### config.mk
export PLATFORM = sky130hd
export DESIGN_NAME = sobel_stream
export DESIGN_NICKNAME = d
export VERILOG_FILES = /design/src/rtl/sobel_pkg.sv /design/src/rtl/sobel_line_buf.sv /design/src/rtl/sobel_stream.sv
export SDC_FILE = /design/constraint.sdc
export NUM_CORES = 2
export LEC_CHECK = 0
export ABC_AREA = 1
export BUFFER_PORTS_ARGS = -buffer_cell sky130_fd_sc_hd__buf_4
export CAP_MARGIN = 20
export CORE_UTILIZATION = 30
export DETAILED_ROUTE_END_ITERATION = 16
export PLACE_DENSITY = 0.42
export SYNTH_ARGS = -nofsm -noshare
export SYNTH_HDL_FRONTEND = slang
export SYNTH_SLANG_ARGS = --single-unit
### constraint.sdc
create_clock -name sys_clk -period 3.3 [get_ports sys_clk]
set_input_delay 0.495 -clock sys_clk [delete_from_list [all_inputs] [get_ports sys_clk]]
set_output_delay 0.495 -clock sys_clk [all_outputs]
set_load 0.02 [all_outputs]
### src/rtl/sobel_pkg.sv
// Shared constants and types for the streaming Sobel engine.
package sobel_pkg;

  localparam int SOBEL_K_EDGE = 1;
  localparam int SOBEL_K_MID  = 2;

  typedef enum logic {
    MODE_MAG = 1'b0,
    MODE_BIN = 1'b1
  } mode_e;

  function automatic int grad_w(input int dw);
    return dw + 3;
  endfunction

endpackage

### src/rtl/sobel_line_buf.sv
// Two-line pixel store addressed by column; each word packs {row y-2, row y-1}.
module sobel_line_buf #(
  parameter  int IMG_W = 100,
  parameter  int DW    = 8,
  localparam int AW    = $clog2(IMG_W)
) (
  input  logic            clk,
  input  logic            we,
  input  logic [AW-1:0]   addr,
  input  logic [2*DW-1:0] wdata,
  output logic [2*DW-1:0] rdata
);

  logic [2*DW-1:0] mem [IMG_W];

  always_ff @(posedge clk) begin
    if (we) mem[addr] <= wdata;
  end

  // Asynchronous read; the write lands on the edge, so a same-cycle read sees old data.
  assign rdata = mem[addr];

endmodule

### src/rtl/sobel_stream.sv
// Streaming 3x3 Sobel edge engine: counters, window, gradient pipeline, per-frame config.
module sobel_stream
  import sobel_pkg::*;
#(
  parameter int IMG_W = 100,
  parameter int IMG_H = 100,
  parameter int DW    = 8
) (
  input  logic            sys_clk,
  input  logic            sys_rst_n,
  input  logic            pi_flag,
  input  logic [DW-1:0]   pi_data,
  input  logic            cfg_mode,
  input  logic [DW+2:0]   cfg_thresh,
  output logic            po_flag,
  output logic [DW-1:0]   po_data,
  output logic            po_eof
);

  localparam int GW = grad_w(DW);
  localparam int CW = $clog2(IMG_W);
  localparam int RW = $clog2(IMG_H);
  localparam logic [CW-1:0] COL_LAST = CW'(IMG_W - 1);
  localparam logic [RW-1:0] ROW_LAST = RW'(IMG_H - 1);

  logic [CW-1:0]  col_q, col_d;
  logic [RW-1:0]  row_q, row_d;
  logic [DW-1:0]  win_q [3][3];
  logic [DW-1:0]  win_d [3][3];
  mode_e          mode_sh_q, mode_sh_d;
  logic [GW-1:0]  thr_sh_q, thr_sh_d;

  logic           v1_q, v1_d, eof1_q, eof1_d;
  mode_e          mode1_q, mode1_d;
  logic [GW-1:0]  thr1_q, thr1_d;

  logic           v2_q, v2_d, eof2_q, eof2_d;
  mode_e          mode2_q, mode2_d;
  logic [GW-1:0]  thr2_q, thr2_d;
  logic [GW-2:0]  ax_q, ax_d, ay_q, ay_d;

  logic           po_flag_q, po_flag_d, po_eof_q, po_eof_d;
  logic [DW-1:0]  po_data_q, po_data_d;

  logic [2*DW-1:0] lb_rdata;

  sobel_line_buf #(
    .IMG_W (IMG_W),
    .DW    (DW)
  ) u_line_buf (
    .clk   (sys_clk),
    .we    (pi_flag),
    .addr  (col_q),
    .wdata ({lb_rdata[DW-1:0], pi_data}),
    .rdata (lb_rdata)
  );

  int                   gx_full, gy_full;
  logic signed [GW-1:0] gx, gy;
  logic [GW-1:0]        sum;
  logic                 first_pix;

  always_comb begin
    col_d     = col_q;
    row_d     = row_q;
    win_d     = win_q;
    mode_sh_d = mode_sh_q;
    thr_sh_d  = thr_sh_q;
    first_pix = (col_q == '0) && (row_q == '0);

    if (pi_flag) begin
      if (col_q == COL_LAST) begin
        col_d = '0;
        row_d = (row_q == ROW_LAST) ? '0 : row_q + 1'b1;
      end else begin
        col_d = col_q + 1'b1;
      end
      for (int unsigned r = 0; r < 3; r++) begin
        win_d[r][0] = win_q[r][1];
        win_d[r][1] = win_q[r][2];
      end
      win_d[0][2] = lb_rdata[2*DW-1:DW];
      win_d[1][2] = lb_rdata[DW-1:0];
      win_d[2][2] = pi_data;
      if (first_pix) begin
        mode_sh_d = mode_e'(cfg_mode);
        thr_sh_d  = cfg_thresh;
      end
    end

    // Config rides with each result so a new frame's shadow update cannot touch old results.
    v1_d    = pi_flag && (col_q >= CW'(2)) && (row_q >= RW'(2));
    eof1_d  = pi_flag && (col_q == COL_LAST) && (row_q == ROW_LAST);
    mode1_d = mode_sh_q;
    thr1_d  = thr_sh_q;

    gx_full = SOBEL_K_EDGE * int'(win_q[0][2]) + SOBEL_K_MID * int'(win_q[1][2])
            + SOBEL_K_EDGE * int'(win_q[2][2])
            - SOBEL_K_EDGE * int'(win_q[0][0]) - SOBEL_K_MID * int'(win_q[1][0])
            - SOBEL_K_EDGE * int'(win_q[2][0]);
    gy_full = SOBEL_K_EDGE * int'(win_q[2][0]) + SOBEL_K_MID * int'(win_q[2][1])
            + SOBEL_K_EDGE * int'(win_q[2][2])
            - SOBEL_K_EDGE * int'(win_q[0][0]) - SOBEL_K_MID * int'(win_q[0][1])
            - SOBEL_K_EDGE * int'(win_q[0][2]);
    gx      = GW'(gx_full);
    gy      = GW'(gy_full);
    ax_d    = gx[GW-1] ? (GW-1)'(-gx) : gx[GW-2:0];
    ay_d    = gy[GW-1] ? (GW-1)'(-gy) : gy[GW-2:0];
    v2_d    = v1_q;
    eof2_d  = eof1_q;
    mode2_d = mode1_q;
    thr2_d  = thr1_q;

    sum       = GW'(ax_q) + GW'(ay_q);
    po_flag_d = v2_q;
    po_eof_d  = v2_q && eof2_q;
    if (mode2_q == MODE_BIN) po_data_d = (sum >= thr2_q) ? '1 : '0;
    else                     po_data_d = (sum[GW-1:DW] != '0) ? '1 : sum[DW-1:0];
  end

  always_ff @(posedge sys_clk) begin
    if (!sys_rst_n) begin
      col_q     <= '0;
      row_q     <= '0;
      win_q     <= '{default: '0};
      mode_sh_q <= MODE_MAG;
      thr_sh_q  <= '0;
      v1_q      <= 1'b0;
      eof1_q    <= 1'b0;
      mode1_q   <= MODE_MAG;
      thr1_q    <= '0;
      v2_q      <= 1'b0;
      eof2_q    <= 1'b0;
      mode2_q   <= MODE_MAG;
      thr2_q    <= '0;
      ax_q      <= '0;
      ay_q      <= '0;
      po_flag_q <= 1'b0;
      po_eof_q  <= 1'b0;
      po_data_q <= '0;
    end else begin
      col_q     <= col_d;
      row_q     <= row_d;
      win_q     <= win_d;
      mode_sh_q <= mode_sh_d;
      thr_sh_q  <= thr_sh_d;
      v1_q      <= v1_d;
      eof1_q    <= eof1_d;
      mode1_q   <= mode1_d;
      thr1_q    <= thr1_d;
      v2_q      <= v2_d;
      eof2_q    <= eof2_d;
      mode2_q   <= mode2_d;
      thr2_q    <= thr2_d;
      ax_q      <= ax_d;
      ay_q      <= ay_d;
      po_flag_q <= po_flag_d;
      po_eof_q  <= po_eof_d;
      po_data_q <= po_data_d;
    end
  end

  assign po_flag = po_flag_q;
  assign po_data = po_data_q;
  assign po_eof  = po_eof_q;

endmodule

# Word-level counts from Yosys, hierarchy flattened
# Memories as Yosys holds them, arrays and structs flattened. A register that Yosys moved wholly into a read port is not among the register bits.
# Index checks and enable logic that the tools add are counted.
# classes
n_lt_le_gt_ge	3
shifts	0
n_reduce_logical	11
n_mux	11
addsub	15
n_eq_ne	2
mul	0
div	0
bitwise_logic	0
# ops
operator	count
7-bit two-way mux	4
8-bit two-way mux	3
10-bit by 8-bit adder with 11-bit output	2
11-bit by 10-bit subtractor with 11-bit output	2
11-bit by 8-bit subtractor with 11-bit output	2
11-bit by 9-bit subtractor with 11-bit output	2
8-bit by 9-bit adder with 10-bit output	2
10-bit two-way mux	2
10-bit negation	2
7-bit by 1-bit adder with 7-bit output (second input constant)	2
7-bit == test (second input constant)	2
7-bit by 2-bit greater-or-equal comparator with 1-bit output (second input constant)	2
7-bit zero test	2
10-bit by 10-bit adder with 11-bit output	1
11-bit greater-or-equal comparator	1
1-bit logical AND	6
2-bit AND reduction	2
3-bit nonzero test	1
1-bit two-way mux	2
# word_totals
in_bits	23
output_inout_bits	10
ramBits	1600
romBits	0
word_cells	69
latchBits	0
memories	1
regBits	156
# mem_list
memory	words	width	rd	rd_clocked_by_memory_dff	write_ports	line	source
u_line_buf.mem	100	16	1	1	1	sobel_line_buf.sv:14	logic [2*DW-1:0] mem [IMG_W];

# Logic depth before layout (Yosys ltp)
# logic_depth
ltp_word	7
ltp_mapped	20

# Hierarchy
# From an unflattened synthesis, not the netlist that was laid out.
# hier_totals
hier_cells	7783
area_unflattened_um2	76429.6
# modules_own_cells
module	cells_per_inst	area_per_inst_um2	seq_area_each_um2	n_inst
sobel_line_buf	6609	67298.3	48046.1	1
sobel_stream	1174	9131.3	3123.0	1

# Least setup slack after synthesis
# No wires, ideal clock.
# synth_timing
path_kind	flip-flop to flip-flop
from	register win_q[16] (netlist name)
to	register ax_q[9]
path_buffers	0
stages_incl_launch_ff	17
synth_period_minus_slack_ns	3.561
arrival_ns	3.446
slack_ns	-0.261
required_ns	3.185
setup_ns	0.115
cell_sequence	dfxtp_1 > inv_1 > fa_1 > inv_1 > fa_1 > fa_1 > inv_1 > ha_1 > fa_1 > nor3_1 > inv_1 > nor2_1 > nand3_1 > nor2_1 > nand3_1 > a21oi_1 > nor2_1
# synth_between
elab_chain_len	3
# synth_rtl
element	line	source
start, declared	sobel_stream.sv:28	logic [DW-1:0] win_q [3][3];
start signal, assigned	sobel_stream.sv:144	win_q <= win_d;
11-bit by 9-bit subtractor with 11-bit output (*)	sobel_stream.sv:100	- SOBEL_K_EDGE * int'(win_q[2][0]);
10-bit negation	sobel_stream.sv:107	ax_d = gx[GW-1] ? (GW-1)'(-gx) : gx[GW-2:0];
10-bit two-way mux (*)	sobel_stream.sv:107	
end signal, assigned	sobel_stream.sv:136	ax_q <= '0;
end signal, assigned	sobel_stream.sv:155	ax_q <= ax_d;
end, declared	sobel_stream.sv:40	logic [GW-2:0] ax_q, ax_d, ay_q, ay_d;
# Every way passes the cells marked *; elsewhere a longest branch is shown, timed or not.
# A chain may end at the register's enable or synchronous reset.

# Worst setup path in the final report
# layout_timing
from	register win_q[23] (netlist name)
to	register ay_q[4]
# layout_between
elab_chain_len	6
# layout_rtl
element	line	source
8-bit by 9-bit adder with 10-bit output	sobel_stream.sv:101	gy_full = SOBEL_K_EDGE * int'(win_q[2][0]) + SOBEL_K_MID * int'(win_q[2][1])
10-bit by 8-bit adder with 11-bit output	sobel_stream.sv:102	+ SOBEL_K_EDGE * int'(win_q[2][2])
11-bit by 8-bit subtractor with 11-bit output	sobel_stream.sv:103	- SOBEL_K_EDGE * int'(win_q[0][0]) - SOBEL_K_MID * int'(win_q[0][1])
11-bit by 10-bit subtractor with 11-bit output	sobel_stream.sv:103	
11-bit by 9-bit subtractor with 11-bit output	sobel_stream.sv:104	- SOBEL_K_EDGE * int'(win_q[0][2]);
10-bit two-way mux	sobel_stream.sv:108	ay_d = gy[GW-1] ? (GW-1)'(-gy) : gy[GW-2:0];
end signal, assigned	sobel_stream.sv:156	ay_q <= ay_d;
end, declared	sobel_stream.sv:40	
# No other way between the ends.

==> summary.md <==
| Metric | Value |
|---|---|
| Outcome | `complete, but fails checks` |
| Failing checks | `negative setup slack` |
| Die height | `498 um` |
| Htree depth | `4` |
| Max Clock Freq | `0.283 GHz` |
| Clock root buffer | `clkbuf_16` |
| Area of the core | `244000 um2` |
| Psw | `16.4 mW` |
| Antenna Nets Post-Route | `0` |
| Hold crit path type | `primary input to flip-flop` |
| Final period util | `1.07` |
| Routed len/inst | `22.9 um` |
| Grt ovf | `0` |
| Fin area | `88100 um2` |
| Synthesized area per cell | `11.2 um2` |
| Required time worst endpoint | `4040 ps` |
| Largest net degree at the start of global routing | `97` |
| Synth warn | `0` |
| Rel. slew slack | `0.355` |
| Slowest CP cell | `fa_1` |
| Max-cap violations | `0` |
| Largest stage delay, worst path | `580 ps` |
| DR DRC count | `0` |
| Die area | `248000 um2` |
| Skew final | `73.0 ps` |
| Maximum VDD drop | `0.000541 V` |
| Fraction of layout cells with a size suffix above 1 | `0.141` |
| Final wirelength | `235 mm` |
| # nets final | `7049` |
| Final Hold Viols | `0` |
| Num CTS Buffers | `195` |
| Pwr/cell area | `661 nW/um2` |
| Syn_nets | `6723` |
| Synth Instances | `6584` |
| Synth async-reset ratio | `0` |
| Clk slew on worst S/H paths | `60 ps` |
| Global-route wire length before repair | `344 mm` |
| Clock Latency Late Sink | `860 ps` |
| Switching Share | `0.282` |
| Critical path's top delay family | `adder cells` |
| Antenna violations before repair | `10` |
| CTS Sinks | `1763` |
| Hold slack | `72.5 ps` |
| Worst Slack Setup Final | `-238 ps` |
| GP Congestion | `0.812` |
| Total power | `58.2 mW` |
| Library cells used by synthesis | `41` |
| Slew Limit Fails | `0` |
| CP bufs+invs | `5` |
| Clock Power Share | `0.364` |
| Crit path launch type | `flip-flop` |
| Boundary pin count | `33` |
| # placed instances | `9884` |
| Setup violators final | `18` |
| Top cells by area, synth | `edfxtp_1 65%, nand2_1 11%, nand3_1 9.1%, dfxtp_1 4.4%, fa_1 1.7%` |
| Multi-input gate area in the final layout | `20100 um2` |
| Post-synth top area cell | `edfxtp_1` |
| Pint | `41.8 mW` |
| Slew @ Worst Pin | `968 ps` |
| DIE WIDTH | `498 um` |
| Area Overhead vs Synth | `19.2%` |
| Fin crit period | `3540 ps` |
| Fin cells | `10300` |
| CP cell instances | `buf_6 > fa_1 > inv_2 > fa_1 > inv_2 > fa_1 > ha_4 > inv_2 > o21bai_1 > a21oi_2 > nand2_2 > nand2_2 > nand2_2 > a21oi_4 > buf_12 > nand2_4 > o21ai_2 > a21oi_2` |
| Initial Util | `0.303` |
| Number of global-route vias before repair | `48400` |
| CTS tree | `built` |
| Power share of the combinational group | `0.204` |
| Fill cell count | `23900` |
| Port buffer count | `32` |
| Endpoint class of the critical path | `flip-flop` |
| DR iter-0 viols | `4185` |
| Cell Area, Synth | `73900 um2` |
| DP HPWL | `142 mm` |
| Sequential cell area fraction in the yosys report | `0.695` |
| CP max FO | `6` |
| LEAKAGE | `32.6 nW` |
| Total track usage | `0.187` |
| Vias post-DR | `49500` |
| Dpl cell area | `81200 um2` |
| Num rows | `181` |
| Average via count per standard cell | `4.82` |
| Seq pwr share | `0.432` |
| EDFF count, synth | `1600` |
| WS Path Type | `flip-flop to flip-flop` |
| Yosys top cell area share | `0.650` |
| Sequential cell area | `51400 um2` |
| Synthesis-stage register bit count | `1763` |
| Max clock buf depth | `3` |
| RSZ-0062 raised after global routing | `yes` |
| WP data arrival | `4270 ps` |
| Synth Flop Type | `edfxtp_1` |
| Pre-Repair DR Iteration Count | `5` |
==> path summary, 6_finish.rpt <==
check,depth (start not counted),startpoint,slack [ps],to
worst min-delay path,1,pi_data[1],70,u_line_buf.mem[27][1]
worst max-delay path,18,win_q[23],-240,ay_q[4]
worst min register to register,2,thr1_q[2],410,thr2_q[2]
worst max register to register,18,win_q[23],-240,ay_q[4]
==> layer usage <==
metal / up-vias / share of wire / global-route usage
li1: 23400 / - / -
met1: 24600 / 0.46 / 0.265
met2: 1153 / 0.47 / 0.301
met3: 290 / 0.045 / 0.0241
met4: 0 / 0.024 / 0.0503
met5: - / 0 / 0
==> final cells by class <==
| cell class | instances | share of cell area |
|---|---|---|
| repair buffers | 521 | 0.0588 |
| clock inverters | 104 | 0.0112 |
| multi-input cells | 4119 | 0.228 |
| inverters | 310 | 0.0141 |
| well taps | 3202 | 0.0455 |
| clock buffers | 257 | 0.0587 |
| diodes | 6 | 0.000171 |
| flip-flops and latches | 1763 | 0.583 |
==> power groups by stage <==
| stage | logic, mW | registers [mW] | clock network, mW |
|---|---|---|---|
| after floorplan | 5.94 | 25.7 | 0 |
| after global placement | 10.3 | 25.6 | 0 |
| after detailed placement | 10.3 | 25.6 | 0 |
| after CTS | 11.4 | 25.1 | 21.7 |
| after global routing | 13.1 | 25.2 | 22.5 |
| final | 11.9 | 25.1 | 21.2 |
==> registers in the layout (all words and copies together), names as in the netlist, 7 cells and up, named ones only <==
register / count
ax_q: 10
thr2_q: 11
po_data: 8
u_line_buf.mem: 1600
ay_q: 10
row_q: 7
col_q: 7
win_q: 72
thr1_q: 11
thr1_d: 11
==> cells in the mapped netlist, types with 16 or more instances <==
cell type,number
buf_1,30
nor2_1,215
xor2_1,17
edfxtp_1,1600
buf_2,186
buf_4,48
nand4_1,16
a21oi_1,133
nand2_1,2075
fa_1,63
nand3_1,1344
o21ai_0,111
dfxtp_1,163
nor3_1,21
ha_1,53
clkbuf_1,113
inv_1,302
==> worst register-to-register path: cells and delay by family, from the launching register on <==
| family | cells | cell delay (ps) |
|---|---|---|
| and+or+nand+nor | 4 | 270 |
| DFF | 1 | 330 |
| adders and majority gates | 4 | 1840 |
| AOI/OAI and AO/OA | 5 | 570 |
| buffers and inverters | 5 | 420 |
==> repair_timing <==
action                     4_1_cts  5_1_grt
pin swaps                       49       48
buffers inserted                13        5
hold endpoints to repair        14        0
resized for setup               98       65
hold buffers                    14        0
setup endpoints to repair       18       18
==> per-stage QoR <==
stage | worst slack [ps] | setup TNS [ps] | utilization
after global placement | -287 | -3890 | 0.333
final | -238 | -3230 | 0.361
after floorplan | -19.6 | -41.4 | -
after detailed placement | -329 | -4110 | 0.333
after global routing | -426 | -6210 | 0.361
after CTS | -158 | -2320 | 0.360
==> kinds of logic after synthesis <==
logic type,Yosys count,synth area share
and+or+nand+nor,3689,0.212
xor gates and xnor gates,22,0.00261
buffers and inverters,702,0.0429
DFF,1763,0.695
adders and majority gates,116,0.0261
AOI/OAI and AO/OA,292,0.0217
==> cell usage in the layout (no fill, tap or decap), types with 22 or more instances in the layout <==
cell	instances
clkbuf_16	196
inv_1	261
clkinv_2	37
dfxtp_2	22
nor2_2	39
fa_1	57
nor2_1	172
nand3_1	1336
clkinv_1	40
buf_4	403
edfxtp_1	1600
dfxtp_1	134
buf_12	96
clkbuf_1	56
nand2_1	2050
a21oi_1	115
o21ai_0	101
inv_2	32
ha_1	40
Power figures use the tool's default switching activity.
